==> src/rtl/pic_stream_bridge.sv <==
// Elastic FIFO bridge from the SD reader stream to the LCD pixel stream, with runtime byte swizzle.
// Define STREAM_BRIDGE_STATS_EN to add the drop_cnt and frame_cnt statistics outputs.
module pic_stream_bridge #(
  parameter int DATA_W      = 32,
  parameter int DEPTH       = 16,
  parameter int BUSY_MARGIN = 2,
  parameter int FRAME_WORDS = 38400
) (
  input  logic                   clk,
  input  logic                   rst,
  input  logic                   flush,
  input  logic [1:0]             swap_mode,
  input  logic [DATA_W-1:0]      in_data,
  input  logic                   in_trigger,
  output logic                   in_busy,
  output logic [DATA_W-1:0]      out_data,
  output logic                   out_trigger,
  input  logic                   out_busy,
  output logic [$clog2(DEPTH):0] level,
  output logic                   frame_done,
  output logic                   overflow
`ifdef STREAM_BRIDGE_STATS_EN
  ,
  output logic [15:0]            drop_cnt,
  output logic [7:0]             frame_cnt
`endif
);

  localparam int PW  = $clog2(DEPTH);
  localparam int LW  = PW + 1;
  localparam int FCW = $clog2(FRAME_WORDS + 1);

  typedef enum logic [1:0] {IDLE, FIRE, GUARD} state_e;

  function automatic logic [DATA_W-1:0] swz(
    input logic [DATA_W-1:0] w,
    input logic [1:0]        m
  );
    logic [DATA_W-1:0] r;
    r = w;
    case (m)
      2'd1:
        for (int i = 0; i < DATA_W/16; i++) begin
          r[16*i +: 8]   = w[16*i+8 +: 8];
          r[16*i+8 +: 8] = w[16*i +: 8];
        end
      2'd2:
        for (int i = 0; i + 1 < DATA_W/16; i += 2) begin
          r[16*i +: 16]     = w[16*(i+1) +: 16];
          r[16*(i+1) +: 16] = w[16*i +: 16];
        end
      2'd3:
        for (int i = 0; i < DATA_W/8; i++)
          r[8*i +: 8] = w[DATA_W-8-8*i +: 8];
      default: r = w;
    endcase
    return r;
  endfunction

  logic [DATA_W-1:0] mem_q [DEPTH];

  state_e            state_q, state_d;
  logic [PW-1:0]     wr_ptr_q, wr_ptr_d;
  logic [PW-1:0]     rd_ptr_q, rd_ptr_d;
  logic [LW-1:0]     level_q, level_d;
  logic [FCW-1:0]    fcnt_q, fcnt_d;
  logic [DATA_W-1:0] out_data_q, out_data_d;
  logic              out_trigger_q, out_trigger_d;
  logic              in_busy_q, in_busy_d;
  logic              frame_done_q, frame_done_d;
  logic              overflow_q, overflow_d;
  logic              push, drop, pop;
`ifdef STREAM_BRIDGE_STATS_EN
  logic [15:0]       drop_cnt_q, drop_cnt_d;
  logic [7:0]        frame_cnt_q, frame_cnt_d;
`endif

  always_comb begin
    push = in_trigger && (level_q != LW'(DEPTH));
    drop = in_trigger && (level_q == LW'(DEPTH));
    // A pop may start from IDLE or straight out of GUARD, giving one word per 2 cycles.
    pop  = (state_q != FIRE) && (level_q != '0) && !out_busy;

    state_d       = state_q;
    wr_ptr_d      = wr_ptr_q;
    rd_ptr_d      = rd_ptr_q;
    fcnt_d        = fcnt_q;
    out_data_d    = out_data_q;
    out_trigger_d = 1'b0;
    frame_done_d  = 1'b0;
    overflow_d    = overflow_q | drop;
`ifdef STREAM_BRIDGE_STATS_EN
    drop_cnt_d    = drop_cnt_q;
    frame_cnt_d   = frame_cnt_q;
    if (drop && drop_cnt_q != 16'hFFFF)
      drop_cnt_d = drop_cnt_q + 16'd1;
`endif

    if (push)
      wr_ptr_d = wr_ptr_q + PW'(1);

    if (pop) begin
      rd_ptr_d      = rd_ptr_q + PW'(1);
      out_data_d    = swz(mem_q[rd_ptr_q], swap_mode);
      out_trigger_d = 1'b1;
      state_d       = FIRE;
      if (fcnt_q == FCW'(FRAME_WORDS - 1)) begin
        fcnt_d       = '0;
        frame_done_d = 1'b1;
`ifdef STREAM_BRIDGE_STATS_EN
        frame_cnt_d  = frame_cnt_q + 8'd1;
`endif
      end else begin
        fcnt_d = fcnt_q + FCW'(1);
      end
    end else begin
      case (state_q)
        FIRE:    state_d = GUARD;
        GUARD:   state_d = IDLE;
        default: state_d = IDLE;
      endcase
    end

    level_d = level_q + LW'(push) - LW'(pop);

    if (flush) begin
      state_d       = IDLE;
      wr_ptr_d      = '0;
      rd_ptr_d      = '0;
      level_d       = '0;
      fcnt_d        = '0;
      out_data_d    = out_data_q;
      out_trigger_d = 1'b0;
      frame_done_d  = 1'b0;
      overflow_d    = 1'b0;
`ifdef STREAM_BRIDGE_STATS_EN
      drop_cnt_d    = '0;
      frame_cnt_d   = frame_cnt_q;
`endif
    end

    in_busy_d = (level_d >= LW'(DEPTH - BUSY_MARGIN));
  end

  always_ff @(posedge clk) begin
    if (push && !flush)
      mem_q[wr_ptr_q] <= in_data;
  end

  always_ff @(posedge clk or posedge rst) begin
    if (rst) begin
      state_q       <= IDLE;
      wr_ptr_q      <= '0;
      rd_ptr_q      <= '0;
      level_q       <= '0;
      fcnt_q        <= '0;
      out_data_q    <= '0;
      out_trigger_q <= 1'b0;
      in_busy_q     <= 1'b0;
      frame_done_q  <= 1'b0;
      overflow_q    <= 1'b0;
`ifdef STREAM_BRIDGE_STATS_EN
      drop_cnt_q    <= '0;
      frame_cnt_q   <= '0;
`endif
    end else begin
      state_q       <= state_d;
      wr_ptr_q      <= wr_ptr_d;
      rd_ptr_q      <= rd_ptr_d;
      level_q       <= level_d;
      fcnt_q        <= fcnt_d;
      out_data_q    <= out_data_d;
      out_trigger_q <= out_trigger_d;
      in_busy_q     <= in_busy_d;
      frame_done_q  <= frame_done_d;
      overflow_q    <= overflow_d;
`ifdef STREAM_BRIDGE_STATS_EN
      drop_cnt_q    <= drop_cnt_d;
      frame_cnt_q   <= frame_cnt_d;
`endif
    end
  end

  assign in_busy     = in_busy_q;
  assign out_data    = out_data_q;
  assign out_trigger = out_trigger_q;
  assign level       = level_q;
  assign frame_done  = frame_done_q;
  assign overflow    = overflow_q;
`ifdef STREAM_BRIDGE_STATS_EN
  assign drop_cnt    = drop_cnt_q;
  assign frame_cnt   = frame_cnt_q;
`endif

endmodule

==> config.mk <==
export PLATFORM = sky130hd
export DESIGN_NAME = pic_stream_bridge
export DESIGN_NICKNAME = d
export VERILOG_FILES = /design/src/rtl/pic_stream_bridge.sv
export SDC_FILE = /design/constraint.sdc
export NUM_CORES = 1
export LEC_CHECK = 0
export ABC_AREA = 1
export ABC_CLOCK_PERIOD_IN_PS = 3300
export BUFFER_PORTS_ARGS = -buffer_cell sky130_fd_sc_hd__buf_2
export CAP_MARGIN = 0
export CELL_PAD_IN_SITES_DETAIL_PLACEMENT = 1
export CELL_PAD_IN_SITES_GLOBAL_PLACEMENT = 2
export CORE_MARGIN = 2
export CORE_UTILIZATION = 35
export DETAILED_ROUTE_END_ITERATION = 10
export PLACE_DENSITY = 0.75
export SLEW_MARGIN = 15
export SYNTH_ARGS = -nofsm -noshare
export SYNTH_HDL_FRONTEND = slang
export SYNTH_SLANG_ARGS = --single-unit
export TNS_END_PERCENT = 1
==> constraint.sdc <==
create_clock -name clk -period 3.3 [get_ports clk]
set_clock_uncertainty 0.15 [all_clocks]
set_input_delay 0.165 -clock clk [delete_from_list [all_inputs] [get_ports clk]]
set_output_delay 0.165 -clock clk [all_outputs]
set_load 0.05 [all_outputs]
# Word level (Yosys, flattened, before mapping)
# Memory sizes are Yosys's and may differ from the RTL's.
# Cells that the tools add are included.
# op_classes
n_addsub	5
order_cmp	1
eq_ne	8
muxes	20
n_bitwise	2
n_reduce_logical	11
# ops
cell	count
32-bit one-hot mux with 3 select lines	1
16-bit two-way mux	3
16-bit by 1-bit adder with 16-bit output, second input constant	1
16-bit == test, second input constant	1
4-bit two-way mux	4
4-bit by 1-bit adder with 4-bit output, second input constant	2
1-bit two-way mux	8
2-bit two-way mux	3
5-bit by 1-bit adder with 5-bit output	1
5-bit == test, second input constant	1
5-bit by 4-bit greater-or-equal comparator with 1-bit output, second input constant	1
1-bit logical AND	5
5-bit two-way mux	1
5-bit != test, second input constant	1
5-bit nonzero test	1
5-bit by 1-bit subtractor with 5-bit output	1
2-bit by 1-bit == test with 1-bit output, second input constant	2
2-bit == test, second input constant	2
2-bit nonzero test	2
1-bit zero test	2
2-bit by 1-bit != test with 1-bit output, second input constant	1
2-bit AND reduction	1
1-bit inverter	1
1-bit OR	1
# word_totals
regBits	67
ram_bits	512
input_bits	39
output_inout_bits	41
word_cells	58
n_memories	1
# memory_table
name	depth	word_bits	read_ports	rd_clocked_by_memory_dff	wr	line	source
mem_q	16	32	1	0	1	60	logic [DATA_W-1:0] mem_q [DEPTH];

# Depth between registers and ports, before layout
# logic_depth
depth_word	6
depth_mapped	16
depth_no_buf	16

# Worst setup path after synthesis
# OpenSTA, ideal clock, no wires.
# synth_path
path_type	register to register
start	register level_q[2], in the netlist level[2]
end	memory mem_q[11][0], enable pin
setup_time_ns	0.421
t_arrival_ns	2.798
required_time_ns	2.729
path_slack_ns	-0.069
stages_incl_launch_ff	8
path_buffers	0
period_less_slack_ns	3.369
path_cell_list	dfrtp_1 > inv_1 > ha_1 > nand4_1 > nand2_1 > inv_1 > nand2_1 > nor2_1
# synth_via
elab_chain_cells	5
# synth_lines
item	line	source
from (decl)	65	logic [LW-1:0] level_q, level_d;
from (signal assigned)	170	level_q <= level_d;
5-bit != test	79	push = in_trigger && (level_q != LW'(DEPTH));
1-bit logical AND	79	
1-bit logical AND	146	if (push && !flush)
1-bit two-way mux	146	
1-bit two-way mux (not written as such)	147	mem_q[wr_ptr_q] <= in_data;
to (decl)	60	
# Every way passes these cells.

# Worst setup path after layout
# layout_path
start	register level_q[3], in the netlist level[3]
end	register in_busy_q, in the netlist in_busy
# layout_via
elab_chain_cells	6
word_cells_on_any_way	9
classes_between	add/sub (2); order compare (1); eq/ne (1); mux (1); reduce/logical (4)
# layout_lines
item	line	source
5-bit != test / 5-bit nonzero test (equally long branches)	79, 82	
1-bit logical AND (on tied branches)	79, 82	
5-bit by 1-bit adder with 5-bit output / 1-bit logical AND (equally long branches)	124, 82	
5-bit by 1-bit subtractor with 5-bit output (*)	124	level_d = level_q + LW'(push) - LW'(pop);
5-bit two-way mux (*)	126	if (flush) begin
5-bit by 4-bit greater-or-equal comparator with 1-bit output (*)	142	in_busy_d = (level_d >= LW'(DEPTH - BUSY_MARGIN));
via in_busy_d	69	logic in_busy_q, in_busy_d;
to (signal assigned)	174	in_busy_q <= in_busy_d;
to (decl)	69	
# The timed path passes the listed nets; every way through them passes the cells marked *.
# A chain may end at the register's enable or synchronous reset.

==> out/qor.txt <==
outcome: completed
Die ar.: 74900 um^2
Mapped Avg Cell Area: 9.89 um^2
dpl cells: 3542
H-tree Lvls: 2
Post-Route WL: 74.2 mm
post-synthesis sequential area ratio: 66.9%
worst slew pin tran: 1.03 ns
endpoints failing hold: 0
Max-cap violations: 0
maximum clock rate: 0.345 GHz
synthesized flop and latch total: 578
final net count: 2745
register area: 17000 um^2
Post-DRT Antenna Nets: 0
share of cells above drive strength 1: 9.98%
largest net degree at the start of global routing: 76
hold depth: 7
Die Wd: 274 um
Wirelength per Cell: 20.1 um
TNS Setup: 0 ns
CTS clock-pin slew for the worst setup and hold paths: 0.06 ns
CTS tree: built
CP Capture Type: flop
Root Buffer: clkbuf_16
top-area cell type share of the netlist area: 60.4%
Via density: 4.87
Non-Filler Instances: 3697
Overall Global Routing Usage: 20.0%
Pleak: 12.3 nW
Synth area leader: edfxtp_1
worst reg2reg path endpoint: in_busy
Final period util: 87.9%
post-route setup slack: 0.400 ns
via count: 18000
# clock sinks: 578
Finished Cell Area: 29600 um^2
Setup crit end: in_busy
Core ar.: 71700 um^2
P&R area growth vs syn: 16.4%
1st-pass router iterations: 5
CTS Buf Count: 61
Yosys warnings: 0
Mapped Area: 25500 um^2
Critical Path Source Type: flop
residual DRC count: 0
min Tclk post-route: 2.90 ns
Worst Path Max Fanout: 6
Mapped Nets: 2627
initial core utilization: 35.5%
GRT Residual Overflow: 0
RSZ-0062 raised after global routing: false
Final Max Slew Viols: 0
Hold WS: 0.108 ns
Ports: 80
kind of critical path: reg2reg
Post-synth EDFFs: 512
FF-to-FF Start: level[3]
row cnt: 98
Placed Instance Area: 27200 um^2
synth top area cells: edfxtp_1 60%, nand2_1 15%, dfrtp_1 6.5%
IO Port Bufs: 79
initial antenna violation count: 5
Die Ht: 274 um
Top FF cell, synth: edfxtp_1
Skew-Pair Late Insertion Delay: 0.63 ns
number of global-route vias before repair: 18700
Longest Clk Path Bufs: 3
final RePlAce weighted congestion: 0.756
R2R depth: 14
endpoints failing setup: 0
WP data required: 3.70 ns
synth unique cells: 34
Placement Setup Slack: 0.375 ns
Critical path origin: level[3]
multi-input combinational cell area: 6930 um^2
Rel. slew slack: 31.5%
first-pass GRT wire length: 114 mm
WP data arrival: 3.30 ns
IR drop worst, VDD: 0.501 mV
DR iter-0 viols: 1220
# fillers: 7981
post-detail-place hpwl: 43.0 mm
Min-Delay Path Class: in2reg
worst reg-to-reg setup slack: 0.40 ns
synthesized instance count: 2575
P per Cell Area: 705 nW/um^2
asr flop ratio synth: 11.4%
==> final cells by class <==
class	instances	share of cell area, %
flip-flops and latches	578	57.5
multi-input cells	1639	23.4
clock buffers	72	5.43
repair buffers	173	5.09
well taps	950	4.01
inverters	240	3.06
clock inverters	44	1.51
diodes	1	0.00845
==> sequential cells by signal, indices dropped and copies added (netlist names) <==
register    cells
in_busy         1
frame_done      1
overflow        1
wr_ptr_q        4
state_q         2
rd_ptr_q        4
level           5
mem_q         512
out_data       32
fcnt_q         16
==> report_power, final <==
group	internal (W)	total [W]	leakage (nW)	switching (W)
Sequential	0.00831	0.00852	5.47	0.000211
Combinational	0.00136	0.00531	5.85	0.00395
Clock	0.00411	0.00706	0.999	0.00295
Total	0.0138	0.0209	12.3	0.00712
==> worst min-delay path by stage <==
stage / slack (ns) / to / start
2_1_floorplan: 0.11 / mem_q[0][0] / in_data[0]
3_3_place_gp: -0.09 / out_data[16] / rst
3_5_place_dp: -0.09 / out_data[16] / rst
4_1_cts: 0.08 / out_data[9] / swap_mode[0]
5_1_grt: 0.15 / out_data[11] / swap_mode[0]
6_report: 0.11 / out_data[25] / swap_mode[0]
==> Yosys cell counts, types with 2 or more instances <==
cell and number:
o21ai_0 29, o21a_1 2, nand3_1 206, clkbuf_1 16, nor2_1 243, xor2_1 5
nor3_1 6, buf_6 17, inv_1 230, nand2_1 1024, nand4_1 3, a21oi_1 17
dfrtp_1 66, clkinv_1 2, nand2_2 2, buf_2 61, edfxtp_1 512, inv_2 6
o21ai_1 62, xnor2_1 4, ha_1 12, or2_2 9, nor2_2 3, a31oi_1 2
buf_1 8, o22ai_1 6, buf_4 15
==> placed cells by master, fill, tap and decap left out, types with 2 or more instances in the layout <==
master,Yosys,final
a21oi_1,17,17
clkinvlp_4,0,6
clkinv_1,2,15
or2_2,9,9
inv_6,0,3
inv_1,230,229
xnor2_1,4,4
dlygate4sd3_1,0,38
o21ai_0,29,29
nor2_2,3,3
nand2_2,2,2
buf_12,0,25
nor3_1,6,6
bufinv_16,0,8
dfrtp_1,66,63
o22ai_1,6,6
nand3_1,206,206
nor2_1,243,227
clkbuf_1,16,7
inv_2,6,7
clkbuf_16,0,61
buf_4,15,31
xor2_1,5,5
dfrtp_2,0,2
o21ai_1,62,62
clkinv_2,1,14
edfxtp_1,512,512
clkbuf_8,0,4
nor2_4,0,16
a31oi_1,2,2
o21a_1,2,2
buf_2,61,79
nand4_1,3,3
ha_1,12,12
nand2_1,1024,1024
==> timing repair <==
| item | CTS | global route |
|---|---|---|
| endpoints found under the setup margin | 0 | 0 |
| hold buffers | 38 | 0 |
| gates resized for setup | 0 | 0 |
| buffers inserted | 0 | 0 |
| hold endpoints to repair | 607 | 0 |
==> worst max-delay path, stage by stage, from the launching register on <==
cell and delay [ns]:
dfrtp_1 0.41, inv_1 0.10, ha_1 0.19, nand4_1 0.13, nand2_1 0.22, ha_1 0.27, inv_1 0.06, ha_1 0.16
inv_1 0.06, fa_1 0.43, o21ai_0 0.22, a21oi_1 0.11, nand2_1 0.08, nand2_1 0.06, o21ai_0 0.18
==> kinds of logic (layout without fill, tap and decap cells) <==
logic type | after synthesis | after routing | share of synthesized area, %
adders and majority gates | 13 | 13 | 0.668
and+or+nand+nor | 1499 | 1499 | 23.4
DFF | 578 | 578 | 66.9
other | 0 | 1 | 0
buffers and inverters | 358 | 529 | 6.36
xor gates and xnor gates | 9 | 9 | 0.310
AOI/OAI and AO/OA | 118 | 118 | 2.38
==> stage by stage <==
step	utilization, %	power [W]
CTS	41.3	0.0211
finish	41.3	0.0209
global route	41.3	0.0220
floorplan	-	0.0123
global placement	37.9	0.0139
detailed placement	37.9	0.0140
==> routing by layer <==
layer  global-route usage, %  wire length, um
met5                       0                0
met4                    4.67             1470
met3                    2.55             2890
met2                    34.5            35900
met1                    26.9            33900
Note: power is estimated with default switching activity, not from simulation.
